### src/rtl/crc_frame_engine.sv
// Word-parallel framed CRC generator/checker, DW bits per beat, MSB first.
// Optional protocol-error reporting (o_err, o_err_cnt) enabled by defining CRC_FRAME_ERR_EN.
module crc_frame_engine #(
  parameter int unsigned    CW     = 8,
  parameter logic [CW-1:0]  POLY   = CW'(8'h2F),
  parameter logic [CW-1:0]  INIT   = CW'(8'hFF),
  parameter logic [CW-1:0]  XOROUT = CW'(8'h00),
  parameter int unsigned    DW     = 8,
  parameter int unsigned    NBW    = $clog2(DW / 8) + 1
) (
  input  logic           i_clk,
  input  logic           i_rst,
  input  logic           i_vld,
  output logic           o_rdy,
  input  logic [DW-1:0]  i_data,
  input  logic           i_sof,
  input  logic           i_eof,
  input  logic [NBW-1:0] i_nbytes,
  input  logic           i_chk,
  output logic           o_crc_vld,
  output logic [CW-1:0]  o_crc,
  output logic           o_crc_ok,
`ifdef CRC_FRAME_ERR_EN
  output logic           o_err,
  output logic [7:0]     o_err_cnt,
`endif
  input  logic           i_ack
);

  localparam int unsigned NB = DW / 8;

  typedef enum logic [1:0] {StIdle, StCalc, StDone} state_e;

  state_e        state_q;
  logic [CW-1:0] reg_q;
  logic [CW-1:0] crc_q;
  logic          ok_q;
  logic          vld_q;
  logic          rdy_q;
  logic          chk_q;

  logic          take;
  logic          nb_over;
  logic          chk_eff;
  int unsigned   nb_eff;
  logic [CW-1:0] seed;
  logic [CW-1:0] reg_nxt;

  // Feeds the top 8*nb bits of d into r, one bit at a time, MSB first.
  function automatic logic [CW-1:0] crc_step(input logic [CW-1:0] r, input logic [DW-1:0] d,
                                             input int unsigned nb);
    logic [CW-1:0] c;
    logic          fb;
    c  = r;
    fb = 1'b0;
    for (int unsigned k = 0; k < DW; k++) begin
      if (k / 8 < nb) begin
        fb = c[CW-1] ^ d[DW-1-k];
        c  = (c << 1) ^ (fb ? POLY : '0);
      end
    end
    return c;
  endfunction

  assign take    = i_vld & rdy_q;
  assign nb_over = i_eof && (32'(i_nbytes) > NB);
  assign chk_eff = i_sof ? i_chk : chk_q;

  always_comb begin
    nb_eff = NB;
    if (i_eof && (i_nbytes != '0) && !nb_over) nb_eff = 32'(i_nbytes);
    seed    = i_sof ? INIT : reg_q;
    reg_nxt = crc_step(seed, i_data, nb_eff);
  end

`ifdef CRC_FRAME_ERR_EN
  logic       err_now;
  logic       err_q;
  logic [7:0] err_cnt_q;

  assign err_now = take & (((state_q == StIdle) & ~i_sof) | ((state_q == StCalc) & i_sof) |
                           nb_over);
  assign o_err     = err_q;
  assign o_err_cnt = err_cnt_q;

  always_ff @(posedge i_clk or posedge i_rst) begin
    if (i_rst) begin
      err_q     <= 1'b0;
      err_cnt_q <= 8'd0;
    end else begin
      err_q <= err_now;
      if (err_now && (err_cnt_q != 8'hFF)) err_cnt_q <= err_cnt_q + 8'd1;
    end
  end
`endif

  always_ff @(posedge i_clk or posedge i_rst) begin
    if (i_rst) begin
      state_q <= StIdle;
      reg_q   <= INIT;
      crc_q   <= INIT ^ XOROUT;
      ok_q    <= 1'b0;
      vld_q   <= 1'b0;
      rdy_q   <= 1'b1;
      chk_q   <= 1'b0;
    end else begin
      unique case (state_q)
        StIdle, StCalc: begin
          // A beat without sof while idle belongs to no frame and is dropped.
          if (take && !((state_q == StIdle) && !i_sof)) begin
            reg_q <= reg_nxt;
            crc_q <= reg_nxt ^ XOROUT;
            if (i_sof) chk_q <= i_chk;
            if (i_eof) begin
              state_q <= StDone;
              rdy_q   <= 1'b0;
              vld_q   <= 1'b1;
              ok_q    <= chk_eff && (reg_nxt == '0);
            end else begin
              state_q <= StCalc;
            end
          end
        end
        StDone: begin
          if (i_ack) begin
            state_q <= StIdle;
            rdy_q   <= 1'b1;
            vld_q   <= 1'b0;
            ok_q    <= 1'b0;
          end
        end
        default: state_q <= StIdle;
      endcase
    end
  end

  assign o_rdy     = rdy_q;
  assign o_crc_vld = vld_q;
  assign o_crc     = crc_q;
  assign o_crc_ok  = ok_q;

endmodule
### config.mk
export PLATFORM = sky130hd
export DESIGN_NAME = crc_frame_engine
export DESIGN_NICKNAME = d
export VERILOG_FILES = /design/src/rtl/crc_frame_engine.sv
export SDC_FILE = /design/constraint.sdc
export NUM_CORES = 1
export LEC_CHECK = 0
export BUFFER_PORTS_ARGS = -buffer_cell sky130_fd_sc_hd__buf_2
export CORE_ASPECT_RATIO = 0.8
export CORE_MARGIN = 3
export CORE_UTILIZATION = 40
export CTS_BUF_LIST = sky130_fd_sc_hd__clkbuf_2 sky130_fd_sc_hd__clkbuf_4 sky130_fd_sc_hd__clkbuf_8
export CTS_CLUSTER_DIAMETER = 30
export CTS_CLUSTER_SIZE = 24
export DETAILED_ROUTE_END_ITERATION = 8
export GPL_TIMING_DRIVEN = 0
export PLACE_DENSITY = 0.64
export SKIP_LAST_GASP = 1
export SLEW_MARGIN = 20
export SYNTH_ARGS = -nofsm -noshare
export SYNTH_HDL_FRONTEND = slang
export SYNTH_SLANG_ARGS = --single-unit
### constraint.sdc
create_clock -name i_clk -period 3 [get_ports i_clk]
set_input_delay 0.9 -clock i_clk [delete_from_list [all_inputs] [get_ports i_clk]]
set_output_delay 0.9 -clock i_clk [all_outputs]
set_load 0.05 [all_outputs]
* Word-level counts from Yosys, hierarchy flattened
Index checks and enable logic that the tools add are counted.
** Word-level totals
- Output and inout bits :: 11
- Flip-flop bits (word level) :: 14
- Input port bits :: 16
** Operators by class
- $lt $le $gt $ge :: 1
- Bitwise logic cells :: 17
- Equal/unequal tests :: 5
- Multiplexer cells :: 34
- Reduce and logical (&&, ||, !) cells :: 13
** Operators with widths (number)
- 8-bit 2-to-1 mux :: 9
- 8-bit by 6-bit XOR with 8-bit output :: 8
- 6-bit 2-to-1 mux :: 8
- 1-bit 2-to-1 mux :: 10
- 8-bit zero test :: 1
- 1-bit XOR :: 8
- 2-bit 2-to-1 mux :: 3
- 2-bit != test, second input constant :: 3
- 1-bit case mux with 2 select lines :: 3
- 1-bit logical AND :: 4
- 2-bit case mux with 2 select lines :: 1
- 2-bit AND reduction :: 2
- 4-bit AND reduction :: 1
- 2-bit by 1-bit equality test with 1-bit output, second input constant :: 1
- 2-bit equality test, second input constant :: 1
- 1-bit zero test :: 2
- 2-bit zero test :: 1
- 2-bit nonzero test :: 1
- 2-bit OR reduction :: 1
- 1-bit bitwise AND :: 1
- 1-bit less-than comparator, first input constant :: 1

* Logic depth before layout (Yosys ltp)
Gate-level depths: netlist of run 1.
- Word-level depth :: 38
- Mapped depth :: 7

* Worst setup path after synthesis of run 1
No wires, ideal clock.
- Path type :: input -> register
- From :: input port i_data[7]
- To :: register crc_q[3] (netlist: o_crc[3])
- Setup time :: 73 ps
- Buffers on the path :: 0
- Data arrival time :: 2195 ps
- Stages on the path :: 6
- Path slack :: 732 ps
- Cell sequence :: xor2_1 -> and3_1 -> or2_2 -> xnor3_2 -> xor2_1 -> o21ai_1
** On the way
- Cells in the longest elaborated chain, start to end :: 22
- Elaborated cells between the ends (all ways) :: 28
- Classes of those cells :: mux (14); bitwise (14)
** Ends and longest elaborated chain
- start, declared :: RTL line 15 : input logic [DW-1:0] i_data,
- 1-bit XOR * :: RTL line 58 : fb = c[CW-1] ^ d[DW-1-k];
- 6-bit 2-to-1 mux * :: RTL line 59 : c = (c << 1) ^ (fb ? POLY : '0);
- 8-bit by 6-bit XOR with 8-bit output * :: RTL line 59
- 8-bit 2-to-1 mux * :: RTL line 57 : if (k / 8 < nb) begin
- 8-bit by 6-bit XOR with 8-bit output :: RTL line 59
- 8-bit 2-to-1 mux * :: RTL line 57
- 8-bit by 6-bit XOR with 8-bit output :: RTL line 59
- 8-bit 2-to-1 mux * :: RTL line 57
- [... 6 more ...]
- 8-bit by 6-bit XOR with 8-bit output :: RTL line 59
- 8-bit 2-to-1 mux * :: RTL line 57
- 1-bit XOR :: RTL line 58
- 6-bit 2-to-1 mux :: RTL line 59
- 8-bit by 6-bit XOR with 8-bit output :: RTL line 59
- 8-bit 2-to-1 mux * :: RTL line 57
- 8-bit by 6-bit XOR with 8-bit output :: RTL line 59
- 8-bit 2-to-1 mux * :: RTL line 57
- end signal, assigned :: RTL line 101 : crc_q <= INIT ^ XOROUT;
- end signal, assigned :: RTL line 112 : crc_q <= reg_nxt ^ XOROUT;
- end, declared :: RTL line 36 : logic [CW-1:0] crc_q;
Mark *: on every way between the ends. The rest lies on a longest branch, timed or not.
A chain may end at the register's enable or synchronous reset.

* Final worst setup path of run 1
- From :: input port i_data[7]
- To :: register crc_q[2] (netlist: o_crc[2])
Same word-level chain as after synthesis.

==> results.md, run 1 <==
- Cts bufs inserted: 3
- Routed wire length per instance: 12.6 microns
- Fin. max-slew vios: 0
- # fillers: 247
- Root buffer cell: clkbuf_4
- Antenna Nets Post-Route: 0
- Biggest area consumer among synthesized cells: dfstp_2
- EDFF count, synth: 0
- Mapped cell area: 1050 sq um
- IO Port Bufs: 25
- Remaining Overflow, GRT: 0
- Worst setup SP type: primary input
- Initial antenna violation count: 0
- Post-Layout Cell Count: 175
- Yosys warning total: 0
- Arrival @ worst endpoint: 2450 ps
- Antenna diodes: 0
- Chip Width: 63.4 microns
- Fmax: 0.448 GHz
- Largest net degree at the start of global routing: 15
- Synth Area per Inst: 9.42 sq um
- Synth cell types: 34
- Routed WL: 2.21 mm
- Hpwl dp: 1.83 mm
- Longest Clk Path Bufs: 2
- RSZ-0062 raised after global routing: no
- Cells after Synth: 112
- Layout area overhead: 19.3%
- Commonest non-fill, non-tap cell in the layout: buf_2
- CTS tree: built
- Slowest stage delay, CP: 440 ps
- Async SR Flop Fraction: 100%
- Syn nets: 128
- Most frequent cells in the layout: buf_2 (25), xnor2_1 (22), nand2_1 (11), xor2_1 (9), dfstp_2 (9)
- Cell mode on critical path: xor2_1
- Initial Util: 45.3%
- First-pass GRT wire length: 3.75 mm
- Slew Limit Headroom: 65.5%
- Vias in the first global route: 830
- Worst skew pair latency: 290 ps
- Sequential element share of the synthesized area: 34.3%
- Post-CTS Setup Inserts: 0
- Worst Hold Class: register to register
- Initial DRC count: 27
- Critical path type: primary input to register
- Final min period: 2230 ps
- PwrDens: 1380 nW/um^2
- Top-area cell type share of the netlist area: 22.4%
- # setup viols final: 0
- WP data required: 3220 ps
- CTS Hold Buffers Added: 0
- Share of cells above drive strength 1: 29.8%
- Status: completed
- Tcrit/Tclk final: 74.5%
- Setup_tns: 0 ps
- Row count: 15
- Synth Flop Type: dfstp_2
- Final net count: 158
- Top Ports: 27
- H-tree levels: 1
- Worst Max-Slew Pin Slew: 517 ps
- Hold slack final: 484 ps
- Largest fanout on the critical path: 4
- Core area: 2330 sq um
- Die Ht: 51.9 microns
- Synth area leaders: dfstp_2 (22%), xnor2_1 (18%), dfrtp_1 (12%), xor2_1 (7.5%), nand2_1 (3.9%)
- Via Count: 866
- Critical path cell sequence: buf_2 > xor2_1 > and3_1 > or2_2 > xnor3_2 > xor2_1 > o21ai_1
- Die area: 3290 sq um
- Leak Pwr: 0.566 nW
- Cell Count Post-Placement: 171
- CTS sink count: 14
- Yosys reg bits: 14
- GRT Util Overall: 14.8%
- Placer Congestion: 0.849
- Worst Skew: 1.89 ps
- Max VDD drop: 0.000711 V
- CTS clk-pin slew, worst paths: 80 ps
- Crit path max-delay cell type: xnor3_2
- DRC: 0
- Max-Cap Viols: 0
- Final Hold Viols: 0
- Post-CTS resize count: 0
- Worst setup EP type: register
- Via density: 4.95
- Drt pass-1 iters: 4
## report_power, final
| part | internal (mW) | switching, mW | total (mW) |
|---|---|---|---|
| combinational | 0.503 | 0.686 | 1.19 |
| clock | 0.0740 | 0.0621 | 0.136 |
| sequential | 0.317 | 0.0988 | 0.416 |
## flip-flops by register name (all words and copies together), names as in the netlist
name	count
state_q	2
o_crc_ok	1
o_crc	8
o_rdy	1
o_crc_vld	1
chk_q	1
## final cells by class
| cell class | instances | area (sq um) | area share (%) |
|---|---|---|---|
| multi-input cells | 92 | 671 | 53.3 |
| repair buffers | 25 | 125 | 9.94 |
| flip-flops and latches | 14 | 362 | 28.7 |
| inverters | 4 | 15.0 | 1.19 |
| well taps | 34 | 42.5 | 3.38 |
| clock buffers | 4 | 36.3 | 2.88 |
| plain buffers | 2 | 7.51 | 0.596 |
## final timing paths
kind	slack (ps)	end	cells after the start	start
min	480	o_crc_vld$_DFFE_PP0P_	2	o_crc_vld$_DFFE_PP0P_
min reg2reg	480	o_crc_vld$_DFFE_PP0P_	2	o_crc_vld$_DFFE_PP0P_
max in group asynchronous	2010	o_crc[7]$_DFFE_PP1P_	2	i_rst
max reg2reg	920	o_crc[2]$_DFFE_PP1P_	6	o_crc[7]$_DFFE_PP1P_
max	770	o_crc[2]$_DFFE_PP1P_	7	i_data[7]
min in group asynchronous	630	state_q[0]$_DFFE_PP0P_	2	i_rst
## stage by stage
| step | utilization [%] | cell area [sq um] | total power [mW] | worst slack (ps) |
|---|---|---|---|---|
| CTS | 54.1 | 1260 | 1.75 | 763 |
| detailed placement | 52.5 | 1220 | 1.61 | 464 |
| global placement | 52.5 | 1220 | 1.59 | 487 |
| global route | 54.1 | 1260 | 1.89 | 622 |
| floorplan | - | 1050 | 1.39 | 732 |
| finish | 54.1 | 1260 | 1.74 | 766 |
## worst max-delay path, delay by kind of cell
kind | cells | cell delay, ps
AND/OR/NAND/NOR | 2 | 510
AO/OA/AOI/OAI | 1 | 140
XOR/XNOR | 3 | 780
buffers and inverters | 1 | 120
## synthesized netlist by cell type (all sizes together), types with 2 or more instances
cell type and n:
xnor3 2, nand3 4, inv 4, a31oi 2
xnor2 23, dfrtp 5, nand2 11, or3 3
o21ai 12, dfstp 9, clkbuf 2, nor2 8
or2 2, xor2 9
## routing by layer
metal / routed length (microns) / part of all wire (%) / vias up / track usage [%]
li1: - / - / 441 / -
met1: 1120 / 51 / 406 / 19.8
met2: 978 / 44 / 14 / 23.6
met3: 78 / 3.5 / 5 / 4.54
met4: 28 / 1.3 / 0 / 3.23
met5: 0 / 0 / - / 0
## cell families (layout without fill, tap and decap cells)
family | count (synthesis) | count (layout) | share of synthesized area, %
xor gates and xnor gates | 35 | 35 | 33.9
and+or+nand+nor | 35 | 35 | 16.3
AOI/OAI and AO/OA | 20 | 20 | 11.4
DFF | 14 | 14 | 34.3
buffers and inverters | 6 | 35 | 2.14
muxes | 2 | 2 | 2.02
Note: power is estimated with default switching activity, not from simulation.
==> inputs of run 2 (changes only) <==
clock period = 2.1 ns   (was 3 ns; I/O delays follow)
==> results.md, run 2 (synthesis results as in run 1) <==
- Chip Width: 63.4 microns (unchanged)
- Crit path max-delay family: XOR/XNOR gates
- PwrDens: 1960 nW/um^2 (+42%)
- First-pass GRT wire length: 3.75 mm (unchanged)
- Worst setup EP type: register
- Leak Pwr: 0.575 nW (+1.6%)
- Row count: 15 (unchanged)
- Die Ht: 51.9 microns (unchanged)
- Vias in the first global route: 830 (unchanged)
- Worst skew pair latency: 280 ps (about the same)
- Core area: 2330 sq um (unchanged)
- Post-route setup slack: 74.6 ps (-691 ps)
- Final Hold Viols: 0 (unchanged)
- Via Count: 862 (-0.46%)
- CTS Hold Buffers Added: 0 (unchanged)
- Top Ports: 27 (unchanged)
- Util after Layout: 55.2% (+1.1 points)
- Tcrit/Tclk final: 96.4%
- Layout area overhead: 21.8%
- Slew Limit Headroom: 65.6% (+0.15 points)
- Pre-CTS setup slack: -166 ps (-630 ps)
- Antenna Nets Post-Route: 0 (unchanged)
- Worst Max-Slew Pin Slew: 515 ps (-2.21 ps)
- Drt pass-1 iters: 4 (unchanged)
- IO Port Bufs: 25 (unchanged)
- Largest net degree at the start of global routing: 15 (unchanged)
- Final min period: 2030 ps
- Fmax: 0.494 GHz
- Routed WL: 2.25 mm (+1.6%)
- Max-Cap Viols: 0 (unchanged)
- Final net count: 159 (+0.63%)
- Initial antenna violation count: 0 (unchanged)
- Arrival @ worst endpoint: 2240 ps (-210 ps)
- Commonest non-fill, non-tap cell in the layout: buf_2
- Status: completed
- FF/Latch Area: 362 sq um (unchanged)
- CTS sink count: 14 (unchanged)
- WP data required: 2310 ps (-910 ps)
- Slowest stage delay, CP: 600 ps (+160 ps)
- Routed wire length per instance: 12.8 microns (+1.1%)
- Die area: 3290 sq um (unchanged)
- Max VDD drop: 0.00106 V (+49%)
- # fillers: 245 (-0.81%)
- Antenna diodes: 0 (unchanged)
- Hpwl dp: 1.83 mm (unchanged)
- Worst Skew: 1.67 ps (-0.216 ps)
- GRT Util Overall: 14.8% (unchanged)
- Worst Hold Class: primary input to async pin
- Cts bufs inserted: 3 (unchanged)
- Initial Util: 45.3% (unchanged)
- Initial DRC count: 30 (+11%)
- Most frequent cells in the layout: buf_2 (25), xnor2_1 (22), nand2_1 (11), dfstp_2 (9)
- Setup_tns: 0 ps (unchanged)
- Crit path max-delay cell type: dfstp_2
- Longest Clk Path Bufs: 2 (unchanged)
- Share of cells above drive strength 1: 33.1% (+3.3 points)
- H-tree levels: 1 (unchanged)
- Multi-input logic area: 688 sq um (+2.6%)
- Critical path type: register to register
- Hold slack final: 364 ps (-120 ps)
- # setup viols final: 0 (unchanged)
- Fin. max-slew vios: 0 (unchanged)
- RSZ-0062 raised after global routing: yes
- CTS tree: built
- Critical path buffers and inverters: 0 (-1)
- Worst setup SP type: register
- Placer Congestion: 0.849 (unchanged)
- DRC: 0 (unchanged)
- Via density: 4.90 (-1.0%)
- Remaining Overflow, GRT: 0 (unchanged)
- Root buffer cell: clkbuf_4
- Number of flip-flops in the largest register: 8 (unchanged)
- Critical path cell sequence: xnor2_1 > nor2_1 > xnor2_2 > xnor3_2 > xor2_1 > o21ai_1
- CTS clk-pin slew, worst paths: 80 ps (about the same)
- Largest fanout on the critical path: 5 (+1)
[run 2: report_power, final]
part / switching, mW / total [mW] / internal, mW / leakage, nW
combinational: 0.998 / 1.73 / 0.733 / 0.397
clock: 0.0868 / 0.192 / 0.106 / 0.0210
sequential: 0.146 / 0.599 / 0.453 / 0.158
total: 1.23 / 2.52 / 1.29 / 0.575
[run 2: per-layer routing]
layer	GRT usage, %	up-vias	wire length (microns)
met2	23.6	18	1010
met5	0	-	0
met1	19.8	400	1130
li1	-	440	-
met4	3.23	0	23
met3	4.54	4	88
[run 2: layout make-up]
| class | count | share of cell area, % |
|---|---|---|
| multi-input combinational | 92 | 53.6 |
| buffer | 2 | 0.682 |
| tap | 34 | 3.31 |
| sequential | 14 | 28.1 |
| clock buffer | 4 | 2.82 |
| inverter | 4 | 1.17 |
| timing repair buffer | 26 | 10.3 |
[run 2: repair_timing]
item                                    CTS  global route
gates resized for setup                   0             7
setup buffers                             0             1
hold endpoints to repair                  0             0
endpoints found under the setup margin    0             6
[run 2: path summary, 6_finish.rpt]
kind / start / to / slack, ps / cells after the start
setup / recovery: o_crc[6]$_DFFE_PP1P_ / o_crc[2]$_DFFE_PP1P_ / 70 / 6
hold / removal: i_rst / state_q[0]$_DFFE_PP0P_ / 360 / 2
setup reg to reg: o_crc[6]$_DFFE_PP1P_ / o_crc[2]$_DFFE_PP1P_ / 70 / 6
hold reg to reg: o_crc_vld$_DFFE_PP0P_ / o_crc_vld$_DFFE_PP0P_ / 480 / 2
max in group asynchronous: i_rst / o_crc[7]$_DFFE_PP1P_ / 1380 / 2
min in group i_clk: o_crc_vld$_DFFE_PP0P_ / o_crc_vld$_DFFE_PP0P_ / 480 / 2
[run 2: through the flow]
step | area, sq um | power [mW] | instances
after floorplan | 1050 | 1.98 | 112
after global placement | 1220 | 2.27 | 171
after detailed placement | 1220 | 2.29 | 171
after CTS | 1260 | 2.50 | 175
after global routing | 1280 | 2.73 | 176
final | 1280 | 2.52 | 176
==> inputs of run 3 (changes only) <==
ABC_AREA = 1   (was not set)
PLACE_DENSITY = 0.62   (was 0.64)
==> results.md, run 3 <==
- Worst Skew: 9.89 ps (+8.22 ps)
- Util after Layout: 52.9% (-2.3 points)
- Core area: 3200 sq um (+37%)
- Arrival @ worst endpoint: 2130 ps (-110 ps)
- Routed wire length per instance: 11.3 microns (-11%)
- Via Count: 1487 (+73%)
- Final Hold Viols: 0 (unchanged)
- DRC: 0 (unchanged)
- Fmax: 0.513 GHz (+3.9%)
- Crit path max-delay family: simple AND/OR/NAND/NOR gates
- Die Ht: 58.7 microns (+13%)
- Critical path buffers and inverters: 3 (+3)
- Worst Hold Class: primary input to async pin
- PwrDens: 1400 nW/um^2 (-29%)
- Cts bufs inserted: 3 (unchanged)
- Via density: 4.80 (-2.1%)
- Commonest non-fill, non-tap cell in the layout: nand2_1
- Row count: 18 (+3)
- Async SR Flop Fraction: 100% (unchanged)
- Share of cells above drive strength 1: 31.5% (-1.6 points)
- Yosys warning total: 0 (unchanged)
- Critical path type: primary input to register
- Status: completed
- Largest net degree at the start of global routing: 15 (unchanged)
- Synth Area per Inst: 5.80 sq um (-38%)
- Antenna diodes: 0 (unchanged)
- Root buffer cell: clkbuf_8
- Cells after Synth: 239 (+110%)
- # fillers: 364 (+49%)
- Worst setup SP type: primary input
- Hpwl dp: 2.83 mm (+55%)
- Slowest stage delay, CP: 170 ps (-430 ps)
- CTS clk-pin slew, worst paths: 60 ps (-20 ps)
- Antenna Nets Post-Route: 0 (unchanged)
- Chip Width: 71.8 microns (+13%)
- H-tree levels: 1 (unchanged)
- Cell mode on critical path: nand2_2
- Remaining Overflow, GRT: 0 (unchanged)
- Final net count: 287 (+81%)
- Drt pass-1 iters: 4 (unchanged)
- Fin. max-slew vios: 0 (unchanged)
- Synth cell types: 23 (-32%)
- Max VDD drop: 0.000722 V (-32%)
- Vias in the first global route: 1350 (+63%)
- Synth area leaders: nand2_1 (26%), dfstp_2 (17%), dfrtp_1 (9.0%), nand3_1 (7.6%), nor2_1 (7.3%)
- Syn nets: 255 (+99%)
- Top Ports: 27 (unchanged)
- Worst skew pair latency: 250 ps (-30 ps)
- Mapped cell area: 1390 sq um (+31%)
- GRT Util Overall: 18.9% (+4.1 points)
- Final min period: 1950 ps (-76.3 ps)
- IO Port Bufs: 25 (unchanged)
- Total power: 2.37 mW (-5.9%)
- Number of flip-flops in the largest register: 8 (unchanged)
- Sequential element share of the synthesized area: 26.1% (-8.2 points)
- Hold slack final: 405 ps (+41.2 ps)
- Worst Max-Slew Pin Slew: 519 ps (+4.49 ps)
- Top-area cell type share of the netlist area: 26.3% (+3.8 points)
- Critical path cell sequence: clkbuf_4 > buf_6 > nor2_2 > nand2_2 > nand2_2 > inv_2 > nand2_1 > nand2_2 > nand2_2 > nand2_1 > nand2_2 > nand2_4 > nand2_2 > nand2_1 > nor2_1 > nand3_1 > nand2_1
- Worst setup EP type: register
- EDFF count, synth: 0 (unchanged)
- Biggest area consumer among synthesized cells: nand2_1
- Largest fanout on the critical path: 10 (+5)
- WP data required: 2280 ps (-30 ps)
- Tcrit/Tclk final: 92.8% (-3.6 points)
- Yosys reg bits: 14 (unchanged)
- Layout area overhead: 22.0%
- Pre-CTS setup slack: -225 ps (-59.1 ps)
- Crit path max-delay cell type: clkbuf_4
- # setup viols final: 0 (unchanged)
- Routed WL: 3.52 mm (+57%)
- Post-route setup slack: 151 ps (+76.3 ps)
- Most frequent cells after synthesis: nand2_1 (97), nor2_1 (27), inv_1 (26)
- CTS Hold Buffers Added: 0 (unchanged)
- Setup_tns: 0 ps (unchanged)
- Leak Pwr: 0.933 nW (+62%)
- Initial DRC count: 89 (+200%)
- First-pass GRT wire length: 6.20 mm (+65%)
- Placer Congestion: 0.870 (+2.4%)
- CTS sink count: 14 (unchanged)
- Initial Util: 43.3% (-2.0 points)
- Longest Clk Path Bufs: 2 (unchanged)
- Most frequent cells in the layout: nand2_1 (93), inv_1 (26), buf_2 (24), nor2_1 (22), nand3_1 (19)
- CTS tree: built
- Die area: 4210 sq um (+28%)
- Slew Limit Headroom: 65.3% (-0.30 points)
- Synth Flop Type: dfstp_2
- Reg-to-reg slack, setup: 210 ps (+140 ps)
- Max-Cap Viols: 0 (unchanged)
- Top-count cell post-synth: nand2_1
- Initial antenna violation count: 0 (unchanged)
==> run 3: cell types whose count changed in the layout (fill, tap and decap cells not counted), moves of 6 or more <==
cell     previous run  this run
nand2_2             0        17
nor2_1              8        22
nor2_2              0         6
xor2_1              8         1
inv_2               0         6
inv_1               4        26
nand2_4             0         6
nand2_1            11        93
xnor2_1            22         1
nand3_1             4        19
==> run 3: cell type report <==
class	instances	area, sq um	area share, %
clock buffers	4	48.8	2.88
multi-input cells	191	953	56.4
inverters	32	120	7.10
well taps	40	50.0	2.96
repair buffers	27	143	8.43
flip-flops and latches	14	362	21.4
plain buffers	2	15.0	0.888
==> run 3: worst paths after layout <==
| check | end | cells past startpoint | from |
|---|---|---|---|
| max in group asynchronous | o_crc[0]$_DFFE_PP1P_ | 2 | i_rst |
| min | state_q[0]$_DFFE_PP0P_ | 2 | i_rst |
| min reg2reg | o_crc_vld$_DFFE_PP0P_ | 2 | o_crc_vld$_DFFE_PP0P_ |
| max | o_crc_ok$_DFFE_PP0P_ | 17 | i_sof |
| min in group i_clk | o_crc_vld$_DFFE_PP0P_ | 2 | o_crc_vld$_DFFE_PP0P_ |
| max reg2reg | o_crc_ok$_DFFE_PP0P_ | 16 | o_crc[5]$_DFFE_PP1P_ |
==> run 3: layer usage <==
layer / global-route usage, % / part of all wire (%)
met4: 4.02 / 0.91
met2: 26.3 / 40
met5: 0 / 0
met1: 29.1 / 55
met3: 4.61 / 4.0
==> run 3: logic make-up (layout without fill, tap and decap cells) <==
| kind of cell | count (synthesis) | count (layout) | synth area share, % |
|---|---|---|---|
| xor+xnor | 2 | 2 | 1.26 |
| simple gates | 169 | 169 | 54.2 |
| compound gates | 20 | 20 | 8.75 |
| flops | 14 | 14 | 26.1 |
| buf+inv | 34 | 65 | 9.75 |
==> run 3: per-stage QoR <==
stage	cell area (sq um)	instances
4_1_cts	1610	308
3_3_place_gp	1560	304
5_1_grt	1690	310
3_5_place_dp	1560	304
2_1_floorplan	1390	239
6_report	1690	310
==> run 3: timing repair <==
| item | CTS | global route |
|---|---|---|
| gates resized for setup | 0 | 18 |
| endpoints found under the hold margin | 0 | 0 |
| setup buffers | 0 | 2 |
| endpoints found under the setup margin | 0 | 6 |
==> run 3: power breakdown <==
part           switching (mW)  internal, mW
clock                  0.0922         0.147
sequential              0.114         0.444
combinational            1.11         0.468
==> run 3: worst reg2reg max path, cell delays in order (launching register included) <==
cell and delay, ps:
dfstp_2 560, inv_1 60, nand2_1 100, nand2_2 90, nand2_4 100, nand2_1 60, nand2_1 70, nand2_1 90
nand2_4 110, nand3_1 100, nand2_1 90, inv_1 50, nand2_2 50, nand2_1 60, nor2_1 90, nand3_1 90
nand2_1 70
